File: config.mk
export PLATFORM = sky130hd
export DESIGN_NAME = demux_lanes_flat
export DESIGN_NICKNAME = d
export VERILOG_FILES = /design/src/rtl/demux_pkg.sv /design/src/rtl/demux_lanes_if.sv /design/src/rtl/demux_gap_timer.sv /design/src/rtl/demux_lanes.sv /design/src/flat_wrapper.sv
export SDC_FILE = /design/constraint.sdc
export NUM_CORES = 1
export LEC_CHECK = 0
export ABC_AREA = 1
export BUFFER_PORTS_ARGS = -buffer_cell sky130_fd_sc_hd__buf_2
export CAP_MARGIN = 40
export CORE_MARGIN = 8
export CORE_UTILIZATION = 47
export CTS_CLUSTER_DIAMETER = 50
export DETAILED_ROUTE_END_ITERATION = 8
export PLACE_DENSITY_LB_ADDON = 0.25
export SLEW_MARGIN = 20
export SYNTH_ARGS = -nofsm -noshare
export SYNTH_HDL_FRONTEND = slang
export SYNTH_HIERARCHICAL = 1
export SYNTH_SLANG_ARGS = --single-unit
File: constraint.sdc
create_clock -name demuxCLK -period 1.27 [get_ports demuxCLK]
set_input_delay 0.0635 -clock demuxCLK [delete_from_list [all_inputs] [get_ports demuxCLK]]
set_output_delay 0.0635 -clock demuxCLK [all_outputs]
set_load 0.05 [all_outputs]
File: src/rtl/demux_pkg.sv
// Shared definitions for the 1:4 lane demultiplexer.
// Holds the lane codes, which double as the steered-mode controlInput codes,
// and the striping FSM state encoding.
package demux_pkg;

    typedef enum logic [1:0] {
        LANE_A = 2'd0,
        LANE_B = 2'd1,
        LANE_C = 2'd2,
        LANE_D = 2'd3
    } demux_lane_e;

    typedef enum logic {
        ST_IDLE = 1'b0,
        ST_RUN  = 1'b1
    } demux_state_e;

    // Round-robin successor: A->B->C->D->A.
    function automatic demux_lane_e next_lane(input demux_lane_e lane);
        return demux_lane_e'(2'(lane + 2'd1));
    endfunction

    // One-hot lane strobe, bit 0 = lane A.
    function automatic logic [3:0] lane_onehot(input demux_lane_e lane);
        return 4'b0001 << lane;
    endfunction

endpackage

File: src/rtl/demux_lanes_if.sv
// Bus bundle between the byte source / lane consumers and demux_lanes.
// Optional macro DEMUX_PARITY_EN adds inputParity and parityError.
//
// Handshake: there is no backpressure. inputValid=1 means inputData is
// consumed at the next rising clock edge, unconditionally. On the output
// side validA..D is a one-cycle strobe saying that lane register was
// written at the previous edge; consumers must capture it in that cycle.
interface demux_lanes_if #(
    parameter int DATA_W = 8,
    parameter int CNT_W  = 8
);
    logic [DATA_W-1:0]        inputData;
    logic                     inputValid;
    logic                     controlMode;
    logic [1:0]               controlInput;
    logic [DATA_W-1:0]        outputA;
    logic [DATA_W-1:0]        outputB;
    logic [DATA_W-1:0]        outputC;
    logic [DATA_W-1:0]        outputD;
    logic                     validA;
    logic                     validB;
    logic                     validC;
    logic                     validD;
    logic [CNT_W-1:0]         roundCount;
    logic                     busy;
    demux_pkg::demux_state_e  dbg_state;
`ifdef DEMUX_PARITY_EN
    logic                     inputParity;
    logic                     parityError;

    modport master (
        output inputData, inputValid, controlMode, controlInput, inputParity,
        input  outputA, outputB, outputC, outputD,
        input  validA, validB, validC, validD,
        input  roundCount, busy, dbg_state, parityError
    );

    modport slave (
        input  inputData, inputValid, controlMode, controlInput, inputParity,
        output outputA, outputB, outputC, outputD,
        output validA, validB, validC, validD,
        output roundCount, busy, dbg_state, parityError
    );
`else
    modport master (
        output inputData, inputValid, controlMode, controlInput,
        input  outputA, outputB, outputC, outputD,
        input  validA, validB, validC, validD,
        input  roundCount, busy, dbg_state
    );

    modport slave (
        input  inputData, inputValid, controlMode, controlInput,
        output outputA, outputB, outputC, outputD,
        output validA, validB, validC, validD,
        output roundCount, busy, dbg_state
    );
`endif
endinterface

File: src/rtl/demux_gap_timer.sv
// Idle-gap timer for the striping FSM.
// Counts tick cycles; expired is a combinational strobe on the tick that
// brings the count to GAP_LIMIT, so the caller can leave RUN on that same
// edge. The counter returns to zero on expiry or on clear.
module demux_gap_timer #(
    parameter int GAP_LIMIT = 4
) (
    input  logic clk,
    input  logic rst,
    input  logic clear,
    input  logic tick,
    output logic expired
);
    localparam int GW = (GAP_LIMIT < 1) ? 1 : $clog2(GAP_LIMIT + 1);
    localparam logic [GW-1:0] LAST = GW'(GAP_LIMIT - 1);

    logic [GW-1:0] cnt_q;

    assign expired = tick && !clear && (cnt_q == LAST);

    // Gap counter: clear wins over tick, wraps to zero on expiry.
    always_ff @(posedge clk or posedge rst) begin
        if (rst) begin
            cnt_q <= '0;
        end else if (clear) begin
            cnt_q <= '0;
        end else if (tick) begin
            cnt_q <= expired ? '0 : cnt_q + GW'(1);
        end
    end
endmodule

File: src/rtl/demux_lanes.sv
// Registered 1:4 byte demultiplexer (top).
// One byte stream is distributed onto lanes A..D, either steered by
// controlInput or striped round-robin by a two-state FSM. One cycle of
// latency, one-cycle per-lane valid strobe.
// Optional macro DEMUX_PARITY_EN adds a sticky even-parity error flag.
module demux_lanes
    import demux_pkg::*;
#(
    parameter int DATA_W    = 8,
    parameter int GAP_LIMIT = 4,
    parameter int CNT_W     = 8
) (
    input  logic          demuxCLK,
    input  logic          demuxRST,
    demux_lanes_if.slave  bus
);
    demux_state_e      state_q, state_d;
    demux_lane_e       ptr_q, ptr_d;
    demux_lane_e       lane_sel;
    logic              lane_we;
    logic              round_inc;
    logic              gap_clear;
    logic              gap_tick;
    logic              gap_expired;
    logic [DATA_W-1:0] lane_q [4];
    logic [3:0]        valid_q;
    logic [CNT_W-1:0]  round_q;

    demux_gap_timer #(
        .GAP_LIMIT (GAP_LIMIT)
    ) u_gap_timer (
        .clk     (demuxCLK),
        .rst     (demuxRST),
        .clear   (gap_clear),
        .tick    (gap_tick),
        .expired (gap_expired)
    );

    // Next state, lane steering and round/gap control.
    always_comb begin
        state_d   = state_q;
        ptr_d     = ptr_q;
        lane_sel  = ptr_q;
        lane_we   = 1'b0;
        round_inc = 1'b0;
        gap_clear = 1'b0;
        gap_tick  = 1'b0;

        if (!bus.controlMode) begin
            // Steered mode always abandons any burst, so a later switch
            // back to striping restarts cleanly at lane A.
            state_d   = ST_IDLE;
            ptr_d     = LANE_A;
            gap_clear = 1'b1;
            if (bus.inputValid) begin
                lane_we  = 1'b1;
                lane_sel = demux_lane_e'(bus.controlInput);
            end
        end else begin
            unique case (state_q)
                ST_IDLE: begin
                    gap_clear = 1'b1;
                    if (bus.inputValid) begin
                        lane_we  = 1'b1;
                        lane_sel = LANE_A;
                        ptr_d    = LANE_B;
                        state_d  = ST_RUN;
                    end
                end
                ST_RUN: begin
                    if (bus.inputValid) begin
                        lane_we   = 1'b1;
                        lane_sel  = ptr_q;
                        ptr_d     = next_lane(ptr_q);
                        gap_clear = 1'b1;
                        round_inc = (ptr_q == LANE_D);
                    end else begin
                        gap_tick = 1'b1;
                        if (gap_expired) begin
                            // Partial round is dropped; roundCount holds.
                            state_d = ST_IDLE;
                            ptr_d   = LANE_A;
                        end
                    end
                end
                default: begin
                    state_d = ST_IDLE;
                    ptr_d   = LANE_A;
                end
            endcase
        end
    end

    // FSM state and lane pointer registers.
    always_ff @(posedge demuxCLK or posedge demuxRST) begin
        if (demuxRST) begin
            state_q <= ST_IDLE;
            ptr_q   <= LANE_A;
        end else begin
            state_q <= state_d;
            ptr_q   <= ptr_d;
        end
    end

    // Lane data registers (hold when not written) and one-hot valid strobes.
    always_ff @(posedge demuxCLK or posedge demuxRST) begin
        if (demuxRST) begin
            for (int i = 0; i < 4; i++) begin
                lane_q[i] <= '0;
            end
            valid_q <= '0;
        end else begin
            valid_q <= lane_we ? lane_onehot(lane_sel) : 4'b0000;
            if (lane_we) begin
                lane_q[lane_sel] <= bus.inputData;
            end
        end
    end

    // Completed stripe rounds, wrapping modulo 2^CNT_W.
    always_ff @(posedge demuxCLK or posedge demuxRST) begin
        if (demuxRST) begin
            round_q <= '0;
        end else if (round_inc) begin
            round_q <= round_q + CNT_W'(1);
        end
    end

`ifdef DEMUX_PARITY_EN
    logic parity_err_q;

    // Sticky even-parity error over every accepted byte.
    always_ff @(posedge demuxCLK or posedge demuxRST) begin
        if (demuxRST) begin
            parity_err_q <= 1'b0;
        end else if (bus.inputValid && ((^bus.inputData) != bus.inputParity)) begin
            parity_err_q <= 1'b1;
        end
    end

    assign bus.parityError = parity_err_q;
`endif

    assign bus.outputA    = lane_q[0];
    assign bus.outputB    = lane_q[1];
    assign bus.outputC    = lane_q[2];
    assign bus.outputD    = lane_q[3];
    assign bus.validA     = valid_q[0];
    assign bus.validB     = valid_q[1];
    assign bus.validC     = valid_q[2];
    assign bus.validD     = valid_q[3];
    assign bus.roundCount = round_q;
    assign bus.busy       = (state_q == ST_RUN);
    assign bus.dbg_state  = state_q;
endmodule
File: src/flat_wrapper.sv
// flat-port wrapper written by rule: the top's interface ports become plain ports
module demux_lanes_flat import demux_pkg::*;
#(
    parameter int DATA_W    = 8,
    parameter int GAP_LIMIT = 4,
    parameter int CNT_W     = 8
)
  (demuxCLK, demuxRST, bus_inputData, bus_inputValid, bus_controlMode, bus_controlInput, bus_outputA, bus_outputB, bus_outputC, bus_outputD, bus_validA, bus_validB, bus_validC, bus_validD, bus_roundCount, bus_busy, bus_dbg_state);
  demux_lanes_if #(.DATA_W(DATA_W), .CNT_W(CNT_W)) bus_i ();
  input  logic demuxCLK;
  input  logic demuxRST;
  input wire logic [$bits(bus_i.inputData)-1:0] bus_inputData;
  input wire logic [$bits(bus_i.inputValid)-1:0] bus_inputValid;
  input wire logic [$bits(bus_i.controlMode)-1:0] bus_controlMode;
  input wire logic [$bits(bus_i.controlInput)-1:0] bus_controlInput;
  output wire logic [$bits(bus_i.outputA)-1:0] bus_outputA;
  output wire logic [$bits(bus_i.outputB)-1:0] bus_outputB;
  output wire logic [$bits(bus_i.outputC)-1:0] bus_outputC;
  output wire logic [$bits(bus_i.outputD)-1:0] bus_outputD;
  output wire logic [$bits(bus_i.validA)-1:0] bus_validA;
  output wire logic [$bits(bus_i.validB)-1:0] bus_validB;
  output wire logic [$bits(bus_i.validC)-1:0] bus_validC;
  output wire logic [$bits(bus_i.validD)-1:0] bus_validD;
  output wire logic [$bits(bus_i.roundCount)-1:0] bus_roundCount;
  output wire logic [$bits(bus_i.busy)-1:0] bus_busy;
  output wire logic [$bits(bus_i.dbg_state)-1:0] bus_dbg_state;
  assign bus_i.inputData = bus_inputData;
  assign bus_i.inputValid = bus_inputValid;
  assign bus_i.controlMode = bus_controlMode;
  assign bus_i.controlInput = bus_controlInput;
  assign bus_outputA = bus_i.outputA;
  assign bus_outputB = bus_i.outputB;
  assign bus_outputC = bus_i.outputC;
  assign bus_outputD = bus_i.outputD;
  assign bus_validA = bus_i.validA;
  assign bus_validB = bus_i.validB;
  assign bus_validC = bus_i.validC;
  assign bus_validD = bus_i.validD;
  assign bus_roundCount = bus_i.roundCount;
  assign bus_busy = bus_i.busy;
  assign bus_dbg_state = bus_i.dbg_state;
  demux_lanes #(.DATA_W(DATA_W), .GAP_LIMIT(GAP_LIMIT), .CNT_W(CNT_W)) u_core (.demuxCLK(demuxCLK), .demuxRST(demuxRST), .bus(bus_i));
endmodule
==> summary.md <==
| Metric | Value |
|---|---|
| Worst EP arrival | 1.52 ns |
| Dpl hpwl | 3920 um |
| Mapped Area | 2310 um2 |
| Pin count of the biggest net entering global routing | 48 |
| Overall power | 0.00506 W |
| Crit path kind | reg -> reg |
| R2R Setup Slk | -0.06 ns |
| Register area | 1250 um2 |
| Worst EP required | 1.47 ns |
| Pre-CTS setup slack | -0.0783 ns |
| Longest Clk Path Bufs | 2 |
| Failing checks | negative setup slack |
| Yosys top cell area share | 0.541 |
| Area growth syn-to-layout | 34.2% |
| Period utilization | 1.04 |
| Post-synthesis cell type count | 27 |
| DRC Markers | 0 |
| Port Buffers | 59 |
| Flops & latches, synth | 50 |
| Layout cells sized above 1 | 0.388 |
| R2r worst-path depth | 9 |
| Worst path depth | 9 |
| CTS tree | yes |
| Worst clock skew | 0.0105 ns |
| Setup violations, final | 26 |
| Crit-path slowest cell | dfrtp_2 |
| Core area | 4720 um2 |
| CP endpoint kind | register |
| Diodes inserted | 0 |
| YS warnings | 6 |
| Fin util | 0.657 |
| Die Wd | 86.2 um |
| FMAX | 754 MHz |
| Gpl congestion | 0.812 |
| Max Cap Violations | 0 |
| Pleak | 1.68 nW |
| CP Cell Sequence | inv_2 > nand2_4 > nand2_2 > nand2_2 > nand2_2 > buf_6 > nand3_4 > nand2_2 > nand2_1 |
| Worst hold slack | 0.0268 ns |
| Routed vias | 2026 |
| Worst-margin pin slew | 0.294 ns |
| Crit start category | register |
| Final Max Slew Viols | 0 |
| Syn nets | 274 |
| Most frequent cells in the layout | nand2_1, buf_2, dfrtp_1 |
| Number of global-route vias before repair | 1927 |
| PD cells | 1630 nW/um2 |
| Initial Utilization | 0.490 |
| First-pass GRT wire length | 8860 um |
| Die H | 86.2 um |
| Status | finished with violations |
| Unrepaired setup endpoints after global routing | yes |
| Synth top area cells | dfrtp_1, nand2_1, nand4_1 |
| Grt total ovfl | 0 |
| Global-route total usage across every layer | 0.150 |
| Footprint of the multi-input gates | 1040 um2 |
| Leading area contributor after synthesis | dfrtp_1 |
| Initial antenna violation count | 0 |
| Cell repeated most along the worst path | nand2_2 |
| Register area share after synthesis | 0.541 |
| Hold path depth | 3 |
| FILL cells | 399 |
| Sink Count | 50 |
| TritonCTS Buffers | 5 |
| Slew headroom | 0.804 |
| Mapped Avg Cell Area | 9.00 um2 |
| Crit Path Max Fanout | 5 |
| Crit-path leading delay family | simple AND/OR/NAND/NOR gates |
| Routed len/inst | 13.7 um |
| Rows | 25 |
| Vias per cell | 4.88 |
| HP Class | in -> reg |
| Post-Route WL | 5670 um |
| Skew-Pair Late Insertion Delay | 0.30 ns |
| Post-layout min period | 1.33 ns |
| Cell count after synthesis | 257 |
| Commonest non-fill, non-tap cell in the layout | nand2_1 |
| Die area | 7420 um2 |
| Endpoints failing hold | 0 |
| Drt pass-1 iters | 4 |
| Initial DRC count | 141 |
| Largest stage delay on the critical path | 0.44 ns |
| WP buf/inv | 2 |
| Root buf cell | clkbuf_8 |
| Final WS setup | -0.0560 ns |
| Worst-path clk slew | 0.09 ns |
| Ports | 60 |
| Worst vdd ir | 0.000978 V |
| H-tree lvl count | 2 |
| Nets@finish | 364 |
| Post-route ant nets | 0 |
worst min-delay path, stage by stage:
cell	delay, ns
buf_2	0.13
nand2_1	0.06
nand2_1	0.04
routing by layer:
layer	share of wire	up-vias	routed length, um	global-route usage
met2	0.50	57	2810	0.250
met5	0	-	0	0
met4	0.011	0	61	0.0525
met3	0.073	7	416	0.0487
li1	-	1003	-	-
met1	0.42	959	2380	0.177
cell families after synthesis:
| group | synth area share |
|---|---|
| AOI/OAI and AO/OA | 0.0189 |
| buffers and inverters | 0.0627 |
| and+or+nand+nor | 0.342 |
| DFF | 0.541 |
| xor gates and xnor gates | 0.0189 |
| adders and majority gates | 0.0162 |
path summary, 6_finish.rpt:
kind,startpoint,endpoint
worst max-delay path,u_core/bus.busy,u_core/bus.outputB[0]
worst min-delay path,bus_inputData[2],u_core/bus.outputC[2]
worst max register to register,u_core/bus.busy,u_core/bus.outputB[0]
worst min register to register,u_core/bus.outputA[4],u_core/bus.outputA[4]
max in group asynchronous,demuxRST,u_core/bus.busy
min in group asynchronous,demuxRST,u_core/u_gap_timer/cnt_q[2]
synth_stat cells:
cell type  number
o211ai_1        1
ha_1            3
a21oi_1         1
nand3_2         3
buf_2           2
nand3b_1        2
inv_2           2
nor3_1          1
nor2_4          1
o22ai_1         1
inv_1          20
xor2_1          1
nor2_8          2
nor2_1          6
buf_6           4
nand3_4         3
o21ai_0         3
dfrtp_1        50
nand2_1       115
nand2_2         4
nand2_4         2
xnor2_1         4
o21ai_1         2
buf_4           1
nand3_1         6
nor2_2          1
nand4_1        16
cell type report:
| type | count | share of cell area |
|---|---|---|
| Sequential cell | 50 | 0.404 |
| Multi-Input combinational cell | 183 | 0.336 |
| Timing Repair Buffer | 85 | 0.170 |
| Tap cell | 67 | 0.0270 |
| Inverter | 22 | 0.0266 |
| Clock buffer | 6 | 0.0234 |
| Clock inverter | 2 | 0.0121 |
stage by stage:
step | cell area, um2 | std cells | setup TNS (ns)
after floorplan | 2320 | 257 | -2.74
after global placement | 2800 | 394 | -0.457
after detailed placement | 2800 | 394 | -0.736
after CTS | 2980 | 406 | -0.347
after global routing | 3100 | 415 | -3.59
final | 3100 | 415 | -0.929
power by group:
| group | total (W) | switching, W | internal [W] |
|---|---|---|---|
| clock | 0.00110 | 0.000511 | 0.000588 |
| combinational | 0.00194 | 0.00150 | 0.000447 |
| sequential | 0.00202 | 0.000155 | 0.00187 |
sequential cells by signal, indices dropped and copies added (netlist names):
signal                    flops
u_core/bus.busy               1
u_core/bus.outputB            8
u_core/valid_q                4
u_core/ptr_q                  2
u_core/bus.outputC            8
u_core/bus.outputA            8
u_core/bus.outputD            8
u_core/u_gap_timer/cnt_q      3
u_core/bus.roundCount         8
repair_timing:
item                       in CTS  in global routing
pin swaps                       4                  6
gates cloned                    1                  4
setup endpoints to repair      27                 39
buffers inserted                2                  5
hold buffers                    1                  0
gates resized for setup         8                 13
hold endpoints to repair       50                  0
Power figures use the tool's default switching activity.
